===== src/rtl/dac_pkg.sv =====
// -----------------------------------------------------------------------------
// dac_pkg
//
// Shared definitions for the serial DAC transmitter (dac_spi_tx):
//   - dac_state_t : transmitter FSM state encoding
//   - FRAME_W     : bits per SPI frame sent to the DAC (16)
//   - DATA_W      : width of the DAC data field inside the frame (12)
//   - CFG_DEFAULT : default command nibble {A/B, BUF, GA_n, SHDN_n}
//   - build_frame : assembles the 16-bit command word from nibble + sample
// -----------------------------------------------------------------------------
package dac_pkg;

    localparam int unsigned FRAME_W = 16;
    localparam int unsigned DATA_W  = 12;

    // Channel A, buffered reference, 1x gain, output active.
    localparam logic [3:0] CFG_DEFAULT = 4'b0111;

    typedef enum logic [2:0] {
        ST_IDLE  = 3'd0,
        ST_SETUP = 3'd1,
        ST_SHIFT = 3'd2,
        ST_HOLD  = 3'd3,
        ST_LDAC  = 3'd4
    } dac_state_t;

    // The sample (zero-extended to DATA_W bits) is left-aligned inside the
    // 12-bit data field, so a narrower converter simply sees its MSBs and the
    // unused low bits go out as zeros.
    function automatic logic [FRAME_W-1:0] build_frame(
        input logic [3:0]        cfg,
        input logic [DATA_W-1:0] sample,
        input int unsigned       sample_w
    );
        return {cfg, sample << (DATA_W - sample_w)};
    endfunction

endpackage


===== src/rtl/spi_tick_gen.sv =====
// -----------------------------------------------------------------------------
// spi_tick_gen
//
// Clock divider for the SPI engine. Emits a one-cycle tick every clk_div
// system clocks; restart_i clears the count so the first tick after a frame
// is accepted lands exactly clk_div cycles later.
//
// Parameters:
//   clk_div   : system clocks between ticks (>= 1)
// Ports:
//   clk_i     : system clock
//   rst_i     : asynchronous active-high reset
//   restart_i : synchronous restart of the divider count
//   tick_o    : one-cycle pulse, high when the count reaches clk_div-1
// -----------------------------------------------------------------------------
module spi_tick_gen #(
    parameter int unsigned clk_div = 4
) (
    input  logic clk_i,
    input  logic rst_i,
    input  logic restart_i,
    output logic tick_o
);

    // At least one counter bit, even when clk_div is 1 and the tick is
    // permanently asserted.
    localparam int unsigned CW = (clk_div > 1) ? $clog2(clk_div) : 1;
    localparam logic [CW-1:0] LAST = CW'(clk_div - 1);

    logic [CW-1:0] cnt_q;
    logic [CW-1:0] cnt_d;

    assign tick_o = (cnt_q == LAST);

    always_comb begin
        cnt_d = cnt_q;
        if (restart_i) begin
            cnt_d = '0;
        end else if (tick_o) begin
            cnt_d = '0;
        end else begin
            cnt_d = cnt_q + CW'(1);
        end
    end

    always_ff @(posedge clk_i or posedge rst_i) begin
        if (rst_i) begin
            cnt_q <= '0;
        end else begin
            cnt_q <= cnt_d;
        end
    end

endmodule


===== src/rtl/dac_spi_tx.sv =====
// -----------------------------------------------------------------------------
// dac_spi_tx
//
// Shifts each accepted sample into an MCP49x1-style serial DAC as a 16-bit
// SPI mode-0 frame {config_bits, left-aligned 12-bit data field}, MSB first.
// One sample per frame via valid/ready; samples offered while busy are
// dropped and flagged on overrun.
//
// Frame timeline (C = clk_div, accept edge at the end of cycle T0):
//   SETUP  : C cycles, cs_n low, sclk low, first bit already on mosi
//   SHIFT  : 16 bits of (C cycles sclk high, C cycles sclk low); the DAC
//            samples on sclk rising, mosi advances on sclk falling
//   HOLD   : C cycles with sclk low before cs_n rises
//   LDAC   : C cycles of ldac_n low (only with DAC_SPI_LDAC_EN)
//   IDLE   : ready high; a new sample can be accepted immediately
//
// Optional feature macro: DAC_SPI_LDAC_EN
//   defined   : LDAC state built, ldac_n idles high and pulses low after cs_n
//               rises; ready returns clk_div cycles later
//   undefined : ldac_n tied low, DAC updates on the cs_n rising edge
//
// Parameters:
//   width       : sample width, 1..12
//   clk_div     : system clocks per SCLK half-period, >= 1
//   config_bits : DAC command nibble
// Ports:
//   clock      : system clock
//   reset      : asynchronous active-high reset (aborts a frame in flight)
//   data_in    : unsigned straight-binary sample
//   data_valid : data_in valid this cycle
//   ready      : idle, a sample will be accepted this cycle
//   overrun    : data_valid seen while not ready (sample dropped)
//   sclk       : SPI clock, idle low
//   mosi       : SPI data, low whenever cs_n is high
//   cs_n       : DAC chip select, active low
//   ldac_n     : DAC latch strobe, active low
// -----------------------------------------------------------------------------
module dac_spi_tx
    import dac_pkg::*;
#(
    parameter int unsigned width       = 10,
    parameter int unsigned clk_div     = 4,
    parameter logic [3:0]  config_bits = CFG_DEFAULT
) (
    input  logic             clock,
    input  logic             reset,
    input  logic [width-1:0] data_in,
    input  logic             data_valid,
    output logic             ready,
    output logic             overrun,
    output logic             sclk,
    output logic             mosi,
    output logic             cs_n,
    output logic             ldac_n
);

    localparam logic [3:0] LAST_BIT = 4'(FRAME_W - 1);

    dac_state_t         state_q, state_d;
    logic [FRAME_W-1:0] shift_q, shift_d;
    logic [3:0]         bit_q,   bit_d;
    // 0: high half of the current bit, 1: low half.
    logic               phase_q, phase_d;

    // Pin drivers are registered from next-state so the SPI lines are
    // glitch-free and still change in the same cycle the state does.
    logic ready_q, ready_d;
    logic sclk_q,  sclk_d;
    logic mosi_q,  mosi_d;
    logic cs_n_q,  cs_n_d;

    logic               accept;
    logic               tick;
    logic [DATA_W-1:0]  sample_ext;
    logic [FRAME_W-1:0] frame_w;

    assign accept     = (state_q == ST_IDLE) && data_valid;
    assign sample_ext = DATA_W'(data_in);
    assign frame_w    = build_frame(config_bits, sample_ext, width);

    spi_tick_gen #(
        .clk_div (clk_div)
    ) u_tick (
        .clk_i     (clock),
        .rst_i     (reset),
        .restart_i (accept),
        .tick_o    (tick)
    );

    // -------------------------------------------------------------------------
    // Next-state logic
    // -------------------------------------------------------------------------
    always_comb begin
        state_d = state_q;
        shift_d = shift_q;
        bit_d   = bit_q;
        phase_d = phase_q;

        case (state_q)
            ST_IDLE: begin
                if (data_valid) begin
                    state_d = ST_SETUP;
                    shift_d = frame_w;
                    bit_d   = '0;
                    phase_d = 1'b0;
                end
            end

            ST_SETUP: begin
                if (tick) begin
                    state_d = ST_SHIFT;
                    phase_d = 1'b0;
                end
            end

            ST_SHIFT: begin
                if (tick) begin
                    if (!phase_q) begin
                        // Falling sclk: present the next bit, except after the
                        // last one, which stays on mosi until cs_n rises.
                        phase_d = 1'b1;
                        if (bit_q != LAST_BIT) begin
                            shift_d = shift_q << 1;
                        end
                    end else if (bit_q == LAST_BIT) begin
                        state_d = ST_HOLD;
                    end else begin
                        bit_d   = bit_q + 4'd1;
                        phase_d = 1'b0;
                    end
                end
            end

            ST_HOLD: begin
                if (tick) begin
`ifdef DAC_SPI_LDAC_EN
                    state_d = ST_LDAC;
`else
                    state_d = ST_IDLE;
`endif
                end
            end

            ST_LDAC: begin
`ifdef DAC_SPI_LDAC_EN
                if (tick) begin
                    state_d = ST_IDLE;
                end
`else
                state_d = ST_IDLE;
`endif
            end

            default: begin
                state_d = ST_IDLE;
            end
        endcase
    end

    // -------------------------------------------------------------------------
    // Output decode from next state
    // -------------------------------------------------------------------------
    always_comb begin
        ready_d = (state_d == ST_IDLE);
        cs_n_d  = !((state_d == ST_SETUP) || (state_d == ST_SHIFT) ||
                    (state_d == ST_HOLD));
        sclk_d  = (state_d == ST_SHIFT) && !phase_d;
        // mosi is forced low outside the chip-select window.
        mosi_d  = !cs_n_d && shift_d[FRAME_W-1];
    end

    // -------------------------------------------------------------------------
    // State registers
    // -------------------------------------------------------------------------
    always_ff @(posedge clock or posedge reset) begin
        if (reset) begin
            state_q <= ST_IDLE;
            shift_q <= '0;
            bit_q   <= '0;
            phase_q <= 1'b0;
            ready_q <= 1'b1;
            sclk_q  <= 1'b0;
            mosi_q  <= 1'b0;
            cs_n_q  <= 1'b1;
        end else begin
            state_q <= state_d;
            shift_q <= shift_d;
            bit_q   <= bit_d;
            phase_q <= phase_d;
            ready_q <= ready_d;
            sclk_q  <= sclk_d;
            mosi_q  <= mosi_d;
            cs_n_q  <= cs_n_d;
        end
    end

`ifdef DAC_SPI_LDAC_EN
    logic ldac_n_q;
    logic ldac_n_d;

    assign ldac_n_d = (state_d != ST_LDAC);

    always_ff @(posedge clock or posedge reset) begin
        if (reset) begin
            ldac_n_q <= 1'b1;
        end else begin
            ldac_n_q <= ldac_n_d;
        end
    end

    assign ldac_n = ldac_n_q;
`else
    // Without a latch pulse the DAC transfers on the cs_n rising edge.
    assign ldac_n = 1'b0;
`endif

    assign ready   = ready_q;
    assign sclk    = sclk_q;
    assign mosi    = mosi_q;
    assign cs_n    = cs_n_q;
    // Combinational so the flag lines up with the dropped sample's cycle.
    assign overrun = data_valid && !ready_q;

endmodule

===== config.mk =====
export PLATFORM = sky130hd
export DESIGN_NAME = dac_spi_tx
export DESIGN_NICKNAME = d
export VERILOG_FILES = /design/src/rtl/dac_pkg.sv /design/src/rtl/spi_tick_gen.sv /design/src/rtl/dac_spi_tx.sv
export SDC_FILE = /design/constraint.sdc
export NUM_CORES = 1
export LEC_CHECK = 0
export ABC_AREA = 1
export CAP_MARGIN = 30
export CORE_ASPECT_RATIO = 0.7
export CORE_MARGIN = 4
export CORE_UTILIZATION = 40
export DETAILED_ROUTE_END_ITERATION = 6
export HOLD_SLACK_MARGIN = 0.02
export PLACE_DENSITY_LB_ADDON = 0.2
export SLEW_MARGIN = 20
export SYNTH_ARGS = -nofsm -noshare
export SYNTH_HDL_FRONTEND = slang
export SYNTH_SLANG_ARGS = --single-unit
export TNS_END_PERCENT = 30

===== constraint.sdc =====
create_clock -name clock -period 1.3 [get_ports clock]
set_input_delay 0.195 -clock clock [delete_from_list [all_inputs] [get_ports clock]]
set_output_delay 0.195 -clock clock [all_outputs]
set_load 0.01 [all_outputs]

==> flow_metrics.env, run 1 <==
export IMPL_fp_dieH_um=57.4
export IMPL_via_count=1227
export IMPL_met3_usage=0.0505
export IMPL_switchingPower_uw=937
export IMPL_p_per_area_nw_per_um2=1430
export IMPL_cp_data_arrival_time_ps=1560
export IMPL_slew_violations=0
export IMPL_setup_viol=15
export IMPL_maxCapViolCount=0
export IMPL_r2r_cells=9
export IMPL_cts_htree_levels=2
export IMPL_reg2reg_to="shift_q[3]$_DFFE_PP0P_"
export IMPL_outcome="finished, violations left"
export IMPL_finClkSkew_ps=4.94
export IMPL_crit_type="reg -> reg"
export IMPL_clock_latency_ps=280
export IMPL_io_pins=19
export IMPL_design_area_um2=2050
export IMPL_placed_area_um2=1800
export IMPL_syn_area_per_cell_um2=8.01
export IMPL_grt_pass1_wl_um=5390
export IMPL_core_area_um2=3250
export IMPL_dr_pass1_iters=4
export IMPL_p_comb_frac=0.310
export IMPL_dr_first_iter_drc_count=82
export IMPL_synth_seq_cells=29
export IMPL_cts_buffer_depth=2
export IMPL_crit_path_end_kind="flip-flop"
export IMPL_fillers=293
export IMPL_regToRegSetupSlack_ps=-90
export IMPL_die_area_um2=4510
export IMPL_drt_wl_total_um=3270
export IMPL_violations="negative setup slack"
export IMPL_final_min_clock_period_ps=1390
export IMPL_pwr_share_seq=0.435
export IMPL_wire_per_inst_um=12.2
export IMPL_start_util=0.428
export IMPL_holdBufCountCts=0
export IMPL_hp_class="in -> async"
export IMPL_gr_usage_met1=0.188
export IMPL_fp_dieW_um=78.6
export IMPL_met2_usage=0.253
export IMPL_viasPerCell=4.56
export IMPL_rows=17
export IMPL_tritoncts="yes"
export IMPL_syn_area_um2=1390
export IMPL_switching_share=0.320
export IMPL_dpl_cell_count=258
export IMPL_p_leak_nw=1.09
export IMPL_io_buffers=17
export IMPL_yosysSeqAreaShare=0.522
export IMPL_timing_hold_ws_ps=178
export IMPL_critPathLaunchType="flip-flop"
export IMPL_syn2layout_area_growth_pct=47.1
export IMPL_rsz0062_at_grt="yes"
export IMPL_grt_busiest_layer="met2"
export IMPL_cts_buffers_inserted=5
export IMPL_ant_nets=0
export IMPL_globalRoute_totalOverflow=0
export IMPL_dp_hpwl_um=2270
export IMPL_cts_clk_slew_worst_paths_ps=60
export IMPL_drcViolationCount=0
export IMPL_yosys_warnings=0
export IMPL_fin_crit_sh=1.07
export IMPL_gr_usage_all_layers=0.154
export IMPL_cp_required_ps=1460
export IMPL_fin_nets=236
export IMPL_r2r_start="u_tick.cnt_q[0]$_DFF_PP0_"
export IMPL_grt_max_degree=23
export IMPL_root_buffer="clkbuf_8"
export IMPL_synth_cell_type_count=22
export IMPL_synthCells=174
export IMPL_grt_pass1_vias=1217
export IMPL_numClockSinks=29
export IMPL_place_congestion=0.873
export IMPL_vdd_ir_drop_max_mv=0.913
export IMPL_p_clk_frac=0.255
export IMPL_cp_max_fo=6
export IMPL_antenna_cells=0
export IMPL_drive_above_1_share=0.320
export IMPL_finalWorstSetupSlack_ps=-94.5
export IMPL_finalSetupTns_ps=-977
export IMPL_power_internal_mw=2.00
export IMPL_final_hold_viol_count=0
export IMPL_fmax_ghz=0.717
export IMPL_post_layout_nonfiller_instances=269
export IMPL_antenna_found_initial=0
## logic make-up after synthesis
family          share of synthesized area
fa+ha+maj                          0.0180
compound gates                    0.00717
xor+xnor                           0.0126
other cells                       0.00269
flops                               0.522
simple gates                        0.361
buf+inv                            0.0763
## metal layers
| layer | vias up | part of all wire |
|---|---|---|
| met4 | 0 | 0.012 |
| met2 | 14 | 0.50 |
| met3 | 5 | 0.034 |
| met5 | - | 0 |
| li1 | 627 | - |
| met1 | 581 | 0.45 |
## placed cells by master, fill, tap and decap left out, types with 3 or more instances in the layout
cell,n
nand2_1,57
dfrtp_1,27
buf_4,20
inv_1,16
nand3_1,15
clkdlybuf4s50_1,12
nor2_1,11
nand3_2,9
nand2_2,8
clkbuf_8,6
nand2_4,5
nor2_4,4
buf_6,4
inv_2,3
dlygate4sd2_1,3
## worst max path at each step
stage                                         start                       to  slack [ps]  depth (start not counted)
after floorplan           u_tick.cnt_q[0]$_DFF_PP0_  shift_q[12]$_DFFE_PP0P_         -10                          9
after global placement                   data_valid                  overrun        -260                          4
after detailed placement                 data_valid                  overrun        -270                          4
after CTS                 u_tick.cnt_q[0]$_DFF_PP0_   shift_q[3]$_DFFE_PP0P_         -70                          9
after global routing      u_tick.cnt_q[0]$_DFF_PP0_   shift_q[8]$_DFFE_PP0P_        -140                          9
final                     u_tick.cnt_q[0]$_DFF_PP0_   shift_q[3]$_DFFE_PP0P_         -90                          9
## cell type report
type | count | area (µm²) | area share
clock buffers | 8 | 90.1 | 0.0439
inverters | 20 | 77.6 | 0.0378
repair buffers | 43 | 384 | 0.187
multi-input cells | 122 | 712 | 0.347
well taps | 47 | 58.8 | 0.0287
flip-flops and latches | 29 | 728 | 0.355
## power by group through the flow
| stage | clock network (mW) | logic [mW] | registers (mW) |
|---|---|---|---|
| after detailed placement | 0 | 0.777 | 1.27 |
| after global placement | 0 | 0.750 | 1.26 |
| final | 0.747 | 0.909 | 1.28 |
| after CTS | 0.766 | 0.824 | 1.26 |
| after floorplan | 0 | 0.436 | 1.27 |
| after global routing | 0.815 | 1.01 | 1.30 |
## synthesized netlist by cell type
cell / count / area, µm²
nand2_1: 69 / 259
dfrtp_1: 27 / 676
nor2_2: 1 / 6.26
nand3_2: 1 / 10.0
nand4_1: 1 / 6.26
buf_4: 2 / 15.0
xnor2_1: 1 / 8.76
ha_1: 2 / 25.0
xor2_1: 1 / 8.76
inv_1: 18 / 67.6
conb_1: 1 / 3.75
nor3b_1: 1 / 7.51
buf_6: 1 / 11.3
a21oi_1: 1 / 5.00
dfstp_2: 2 / 52.6
nand3_1: 24 / 120
o21ai_1: 1 / 5.00
nand2_4: 1 / 11.3
inv_2: 2 / 7.51
nor2_4: 3 / 33.8
nor2_1: 13 / 48.8
buf_2: 1 / 5.00
## registers in the layout (all words and copies together) (netlist names)
register	flops
phase_q	1
ready	1
cs_n	1
shift_q	15
mosi	1
u_tick.cnt_q	2
bit_q	4
sclk	1
state_q	3
## repair_timing
action                     CTS  global route
gates cloned                 1             0
resized for setup           18            28
pin swaps                    8            10
setup endpoints to repair   27            25
buffers inserted             2             0
## metrics by stage
step | utilization | power [mW] | setup slack [ps]
2_1_floorplan | - | 1.70 | -12.1
4_1_cts | 0.601 | 2.85 | -74.5
6_report | 0.630 | 2.93 | -94.5
5_1_grt | 0.630 | 3.13 | -142
3_5_place_dp | 0.554 | 2.05 | -274
3_3_place_gp | 0.554 | 2.01 | -260
## critical path, stage by stage (launching register included)
cell	delay (ps)
dfrtp_1	390
ha_4	170
inv_4	40
nor2_4	90
nand2_2	80
nor2_4	170
nor2_4	80
buf_6	130
nand2_2	60
nand3_2	60
Note: power is estimated with default switching activity, not from simulation.
==> run 2, diff against run 1 <==
SETUP_SLACK_MARGIN = 0.4   (was default)
==> flow_metrics.env, run 2 (synthesis results as in run 1) <==
export IMPL_drive_above_1_share=0.359
export IMPL_rows=17
export IMPL_die_area_um2=4510
export IMPL_ant_nets=0
export IMPL_slew_violations=0
export IMPL_p_per_area_nw_per_um2=1430
export IMPL_crit_type="reg -> reg"
export IMPL_path_depth=9
export IMPL_crit_path_end_kind="flip-flop"
export IMPL_switchingPower_uw=954
export IMPL_core_area_um2=3250
export IMPL_layout_commonest_cell="nand2_1"
export IMPL_antenna_cells=0
export IMPL_numClockSinks=29
export IMPL_io_pins=19
export IMPL_io_buffers=17
export IMPL_gr_usage_all_layers=0.157
export IMPL_grt_pass1_wl_um=5490
export IMPL_outcome="finished, violations left"
export IMPL_fin_crit_sh=1.06
export IMPL_cp_num_buf_inv=2
export IMPL_fmax_ghz=0.728
export IMPL_fp_dieW_um=78.6
export IMPL_p_clk_frac=0.251
export IMPL_holdBufCountCts=0
export IMPL_antenna_found_initial=0
export IMPL_cts_buffers_inserted=5
export IMPL_rsz0062_at_grt="yes"
export IMPL_drcViolationCount=0
export IMPL_top_regs="shift_q (15), bit_q (4), state_q (3)"
export IMPL_crit_chain="ha_4 > inv_4 > nor2_4 > nand2_2 > nor2_4 > nor2_4 > buf_6 > nand2_1 > nand3_1"
export IMPL_via_count=1243
export IMPL_cp_top_family="simple AND/OR/NAND/NOR gates"
export IMPL_cts_clk_slew_worst_paths_ps=60
export IMPL_cp_common_cell="nor2_4"
export IMPL_regMostFlops="shift_q"
export IMPL_syn2layout_area_growth_pct=49.6
export IMPL_layout_common_cells="nand2_1, dfrtp_1, buf_4"
export IMPL_violations="negative setup slack"
export IMPL_setup_viol=13
export IMPL_globalRoute_totalOverflow=0
export IMPL_wire_per_inst_um=12.4
export IMPL_cts_buffer_depth=2
export IMPL_power_internal_mw=2.02
export IMPL_cts_htree_levels=2
export IMPL_viasPerCell=4.60
export IMPL_placed_area_um2=1800
export IMPL_cp_required_ps=1460
export IMPL_p_leak_nw=1.10
export IMPL_final_hold_viol_count=0
export IMPL_vdd_ir_drop_max_mv=0.935
export IMPL_place_congestion=0.873
export IMPL_cp_data_arrival_time_ps=1530
export IMPL_dr_pass1_iters=4
export IMPL_finalWorstSetupSlack_ps=-72.9
export IMPL_clock_latency_ps=280
export IMPL_tritoncts="yes"
export IMPL_drt_wl_total_um=3350
export IMPL_grt_max_degree=23
export IMPL_p_comb_frac=0.317
export IMPL_hp_class="in -> async"
export IMPL_start_util=0.428
export IMPL_maxCapViolCount=0
export IMPL_pwr_share_seq=0.432
export IMPL_fp_dieH_um=57.4
export IMPL_switching_share=0.321
export IMPL_r2r_cells=9
export IMPL_grt_pass1_vias=1256
export IMPL_critPathLaunchType="flip-flop"
export IMPL_post_layout_nonfiller_instances=270
export IMPL_finClkSkew_ps=5.67
export IMPL_dpl_cell_count=258
export IMPL_worst_path_largest_cell_delay_ps=400
export IMPL_largest_reg_flops=15
export IMPL_dp_hpwl_um=2270
export IMPL_cp_max_fo=6
export IMPL_root_buffer="clkbuf_8"
export IMPL_dr_first_iter_drc_count=79
export IMPL_fin_nets=237
export IMPL_design_area_um2=2080
export IMPL_slowest_stage="dfrtp_1"
export IMPL_final_min_clock_period_ps=1370
==> run 2: cell types whose count changed in the layout (fill, tap and decap cells not counted), moves of 2 or more <==
cell	previous run	this run
dlygate4sd2_1	3	0
nand2_1	57	55
buf_6	4	8
nand2_2	8	10
buf_2	0	2
==> run 2: layout make-up <==
class                      instances  area [µm²]
fill                             291        1170
multi-input combinational        122         729
sequential                        29         728
timing repair buffer              44         400
clock buffer                       8        90.1
inverter                          20        77.6
tap                               47        58.8
==> run 2: repair_timing <==
action / CTS / global route
pin swaps: 20 / 4
setup buffers: 4 / 0
gates resized for setup: 47 / 20
endpoints found under the setup margin: 33 / 33
==> run 2: layer usage <==
| metal | part of all wire | global-route usage | wire length (µm) |
|---|---|---|---|
| met2 | 0.51 | 0.265 | 1710 |
| met4 | 0.016 | 0.0698 | 53 |
| met3 | 0.041 | 0.0505 | 138 |
| met5 | 0 | 0 | 0 |
| met1 | 0.43 | 0.184 | 1450 |
==> run 2: stage by stage <==
step	power, mW	TNS [ps]	utilization	hold slack (ps)	setup WS (ps)
final	2.97	-634	0.641	177	-72.9
after global placement	2.01	-1870	0.554	464	-260
after global routing	3.17	-1850	0.641	207	-147
after floorplan	1.70	-94.4	-	272	-12.1
after CTS	2.88	-295	0.617	189	-46.4
after detailed placement	2.05	-2350	0.554	469	-274
==> run 2: worst paths after layout <==
kind	from	to	slack, ps
worst max-delay path	u_tick.cnt_q[0]$_DFF_PP0_	shift_q[3]$_DFFE_PP0P_	-70
worst min-delay path	reset	state_q[0]$_DFF_PP0_	180
worst max register to register	u_tick.cnt_q[0]$_DFF_PP0_	shift_q[3]$_DFFE_PP0P_	-70
worst min register to register	shift_q[4]$_DFFE_PP0P_	shift_q[4]$_DFFE_PP0P_	480
max in group asynchronous	reset	u_tick.cnt_q[0]$_DFF_PP0_	710
min in group clock	data_valid	u_tick.cnt_q[1]$_DFF_PP0_	320
==> run 2: power groups by stage <==
stage / Combinational (mW) / Sequential [mW] / Clock, mW
2_1_floorplan: 0.436 / 1.27 / 0
5_1_grt: 1.05 / 1.30 / 0.817
4_1_cts: 0.851 / 1.26 / 0.766
3_5_place_dp: 0.777 / 1.27 / 0
3_3_place_gp: 0.750 / 1.26 / 0
6_report: 0.942 / 1.28 / 0.746
